$ cat src/rtl/reg_file_wb.sv
// reg_file_wb: 32x32 MIPS register file with write-back select; define REGFILE_BYPASS_EN for write-through reads
module reg_file_wb #(
  parameter int NREG = 32
) (
  input  logic        clk,
  input  logic        rst_n,
  input  logic        RegWrite,
  input  logic [1:0]  RegDst,
  input  logic [1:0]  MemtoReg,
  input  logic [4:0]  rs,
  input  logic [4:0]  rt,
  input  logic [4:0]  rd,
  input  logic [31:0] alu_result,
  input  logic [31:0] mem_data,
  input  logic [31:0] pc_plus4,
  output logic [31:0] read_d1,
  output logic [31:0] read_d2,
  output logic [4:0]  wb_addr,
  output logic [31:0] wb_data,
  output logic        wr_done,
  output logic [4:0]  last_wr_addr
);
  logic [31:0] regs_q [NREG];
  logic [31:0] regs_d [NREG];
  logic        wr_done_d, wr_done_q;
  logic [4:0]  last_wr_addr_d, last_wr_addr_q;
  logic        rsv, commit;
  always_comb begin
    rsv = (RegDst == 2'b11) || (MemtoReg == 2'b11);
    wb_addr = rsv ? 5'd0 : RegDst == 2'b00 ? rt : RegDst == 2'b01 ? rd : 5'd31;
    wb_data = rsv ? 32'd0 : MemtoReg == 2'b00 ? alu_result : MemtoReg == 2'b01 ? mem_data : pc_plus4;
    commit = rst_n && RegWrite && !rsv && (wb_addr != 5'd0);
    regs_d = regs_q;
    if (commit) regs_d[wb_addr] = wb_data;
    wr_done_d = commit;
    last_wr_addr_d = commit ? wb_addr : last_wr_addr_q;
  end
`ifdef REGFILE_BYPASS_EN
  always_comb begin
    read_d1 = (rs == 5'd0) ? 32'd0 : (commit && rs == wb_addr) ? wb_data : regs_q[rs];
    read_d2 = (rt == 5'd0) ? 32'd0 : (commit && rt == wb_addr) ? wb_data : regs_q[rt];
  end
`else
  always_comb begin
    read_d1 = (rs == 5'd0) ? 32'd0 : regs_q[rs];
    read_d2 = (rt == 5'd0) ? 32'd0 : regs_q[rt];
  end
`endif
  always_ff @(posedge clk or negedge rst_n) begin
    if (!rst_n) begin
      for (int i = 0; i < NREG; i++) regs_q[i] <= 32'd0;
      wr_done_q <= 1'b0;
      last_wr_addr_q <= 5'd0;
    end else begin
      regs_q <= regs_d;
      wr_done_q <= wr_done_d;
      last_wr_addr_q <= last_wr_addr_d;
    end
  end
  assign wr_done = wr_done_q;
  assign last_wr_addr = last_wr_addr_q;
endmodule

$ cat config.mk
export PLATFORM = sky130hd
export DESIGN_NAME = reg_file_wb
export DESIGN_NICKNAME = d
export VERILOG_FILES = /design/src/rtl/reg_file_wb.sv
export SDC_FILE = /design/constraint.sdc
export NUM_CORES = 2
export LEC_CHECK = 0
export BUFFER_PORTS_ARGS = -buffer_cell sky130_fd_sc_hd__buf_2
export CORE_MARGIN = 4
export CORE_UTILIZATION = 60
export CTS_BUF_LIST = sky130_fd_sc_hd__clkbuf_16
export CTS_CLUSTER_DIAMETER = 60
export DETAILED_ROUTE_END_ITERATION = 8
export GPL_TIMING_DRIVEN = 0
export MAX_ROUTING_LAYER = met4
export PLACE_DENSITY = 0.78
export SYNTH_ARGS = -nofsm -noshare
export SYNTH_HDL_FRONTEND = slang
export SYNTH_SLANG_ARGS = --single-unit
$ cat constraint.sdc
create_clock -name clk -period 5.6 [get_ports clk]
set_clock_uncertainty 0.1 [all_clocks]
set_input_delay 0.28 -clock clk [delete_from_list [all_inputs] [get_ports clk]]
set_output_delay 0.28 -clock clk [all_outputs]
set_load 0.02 [all_outputs]
==> impl_metrics.yaml <==
synth:
  synth_flop_cell: "dfrtp_1"
  yosysTopAreaCellShare_pct: 46.9
  synth.yosys.seq_area_share_pct: 46.9
  ys_ff_latch: 1030
  ys_async_sr_fraction_pct: 100
  syn-cell-area_um2: 55000
  syn_nets: 3756
  synth_edf_count: 0
  syn_inst: 3638
  yosys-top-cells-count: "1030 x dfrtp_1, 771 x mux2_2, 480 x mux4_2"
  yosys-top-cells-area: "dfrtp_1 47%, mux4_2 20%, mux2_2 16%"
  synth.avg_cell_area_um2: 15.1
  synth_cell_type_count: 44
  yosysMostFrequentCell: "dfrtp_1"
  yosysTopAreaCell: "dfrtp_1"
  yosysWarnings: 0
sta:
  setup_viol: 0
  worst_pin_slew_ns: 1.55
  hold_violations: 0
  max_freq_mhz: 188
  rsz0062_at_grt: "false"
  holdWs_ns: 0.0191
  report.final.slew_viol_count: 34
  min_period_over_period_pct: 94.8
  relSlewSlack_pct: -3.41
  fin_crit_ns: 5.31
layout:
  post-route-util_pct: 67.9
  fin_nets: 4090
  regArea_um2: 25800
  design_area_um2: 61400
  fillCellCount: 6200
  drive_above_1_share_pct: 44.7
  multi_input_area_um2: 27200
  syn2layout_area_growth_pct: 11.7
routing:
  first_iter_violations: 6135
  wl_um: 192000
  ant_nets: 0
  firstDrtPassIters: 8
  drc: 0
  vias_per_cell: 7.40
  via_count: 38800
  wl_per_cell_um: 36.7
floorplan:
  start_util_pct: 60.8
  rows: 110
  fp.coreArea_um2: 90400
  die_w_um: 311
  dieHeight_um: 311
  io_pins: 225
  die-area_um2: 96600
worst_setup_path:
  r2r_setup_slack_ns: 4.64
  reg2regPathDepth: 1
  r2r-end: "regs_q[522]"
  crit_chain: "dlygate4sd3_1 -> buf_12 -> buf_16 -> buf_16 -> nand2_1 -> a2111oi_4 -> nand3_1 -> nor2_1 -> buf_2 -> mux2_1"
  crit_end: "regs_q[966]"
  critPathLaunch: "rst_n"
  crit_arrival_ns: 5.79
  r2r_start: "regs_q[522]"
  endpoint_kind: "flop"
  path_class: "in -> reg"
  worstPathRequired_ns: 6.08
  slowest_stage: "nor2_1"
  cp_max_fo: 141
  cpMostUsedCell: "buf_16"
  worstSetupStartpointType: "input port"
  cpPeakStageDelay_ns: 0.83
grt:
  grt_pass1_vias: 38800
  grt_overflow_total: 0
  track_usage_pct: 40.9
  grt_pass1_wl_um: 277000
  grt_max_degree: 168
  grt_antenna_before_repair: 8
power_and_ir_drop:
  p_leak_nw: 28.6
  pwr_density_cell_nw_per_um2: 319
  ir_drop_v: 0.000257
run_status:
  violations: "max-capacitance violations, max-slew violations"
  status: "finished, violations left"
placed_design:
  place_congestion: 1.03
  hpwl_um: 142000
  placed_cell_area_um2: 57700
  numPortBuffers: 216
clocking:
  cts_setup_buffers: 0
  h-tree-depth: 3
  cts.sinks: 1030
  clk_path_buf_depth: 3
  cts_tree: "yes"
  clk_latency_ns: 0.70
  cts_root_buf: "clkbuf_16"
  cts_buffers: 108
  clk_pin_slew_ns: 0.07
worst_hold_path:
  min_path_type: "in -> reg"
flow_run:
  maxCapViolations: 6
==> area by class of cell <==
class                           count  share of cell area [%]
Antenna cell                        8                  0.0326
Buffer                            429                    3.13
Clock buffer                      109                    4.44
Clock inverter                     93                    1.43
Inverter                           37                   0.226
Multi-Input combinational cell   2142                    44.3
Sequential cell                  1030                    42.0
Tap cell                         1176                    2.40
Timing Repair Buffer              224                    2.11
==> through the flow <==
| step | setup TNS [ns] | power (mW) | worst slack, ns | std cells |
|---|---|---|---|---|
| 2_1_floorplan | 0 | 10.8 | 2.83 | 3638 |
| 3_3_place_gp | - | 12.0 | -21.96 | 5030 |
| 3_5_place_dp | -54.30 | 12.1 | -0.286 | 5036 |
| 4_1_cts | 0 | 19.5 | 0.399 | 5240 |
| 5_1_grt | 0 | 20.1 | 0.244 | 5247 |
| 6_report | 0 | 19.6 | 0.288 | 5248 |
==> what timing repair did <==
item                                   CTS  global route
setup endpoints to repair                0            30
gates resized for setup                  0             1
endpoints found under the hold margin  137             0
hold buffers                             2             0
==> worst min path at each step <==
stage                      from              end  slack (ns)  depth (start not counted)
floorplan                 rst_n  last_wr_addr[0]       -0.12                          0
global placement    regs_q[998]      regs_q[998]        0.36                          1
detailed placement        rst_n      regs_q[190]        0.26                          1
CTS                       rd[1]  last_wr_addr[1]      0.0006                          4
global route              rd[1]  last_wr_addr[1]        0.04                          4
finish                    rd[1]  last_wr_addr[1]        0.02                          4
==> state kept, by name (all words and copies together), names as in the netlist <==
| name | flops |
|---|---|
| wr_done | 1 |
| last_wr_addr | 5 |
| regs_q | 1024 |
==> worst max-delay path, delay by kind of cell <==
family                 cells  cell delay, ns
buffers and inverters      5            2.14
and+or+nand+nor            3            1.80
muxes                      1            0.38
AOI/OAI and AO/OA          1            0.80
==> cell usage in the layout (no fill, tap or decap), drive strengths merged, types with 18 or more instances in the layout <==
cell	count
nand2	18
nor3	38
a21oi	32
a22o	67
mux2i	192
inv	58
buf	404
mux4	480
dfrtp	1030
clkinv	47
mux2	992
a211oi	33
clkbuf	357
a2111oi	33
nor2	91
a221oi	32
o22ai	32
o221ai	64
==> power by group <==
group          internal (mW)  total (mW)  leakage [nW]  switching (mW)
Clock                   4.24        7.44          1.81            3.20
Sequential              8.21        8.83          14.1           0.618
Combinational           1.53        3.35          12.6            1.82
==> metal layers <==
layer	GRT usage (%)	wire length [um]	up-vias
li1	-	-	14900
met5	-	0	-
met1	52.9	69500	20300
met3	15.7	27900	673
met4	22.8	13400	0
met2	55.6	81600	3019
==> cells by family (layout without fill, tap and decap cells) <==
kind of cell           Yosys count  in the layout  synth area share (%)
AO/OA/AOI/OAI                  303            303                  4.40
buffers and inverters          466            892                  3.74
flip-flops                    1030           1030                  46.9
multiplexers                  1664           1664                  43.4
other                            0              8                     0
AND/OR/NAND/NOR                175            175                  1.56
Note: power is estimated with default switching activity, not from simulation.
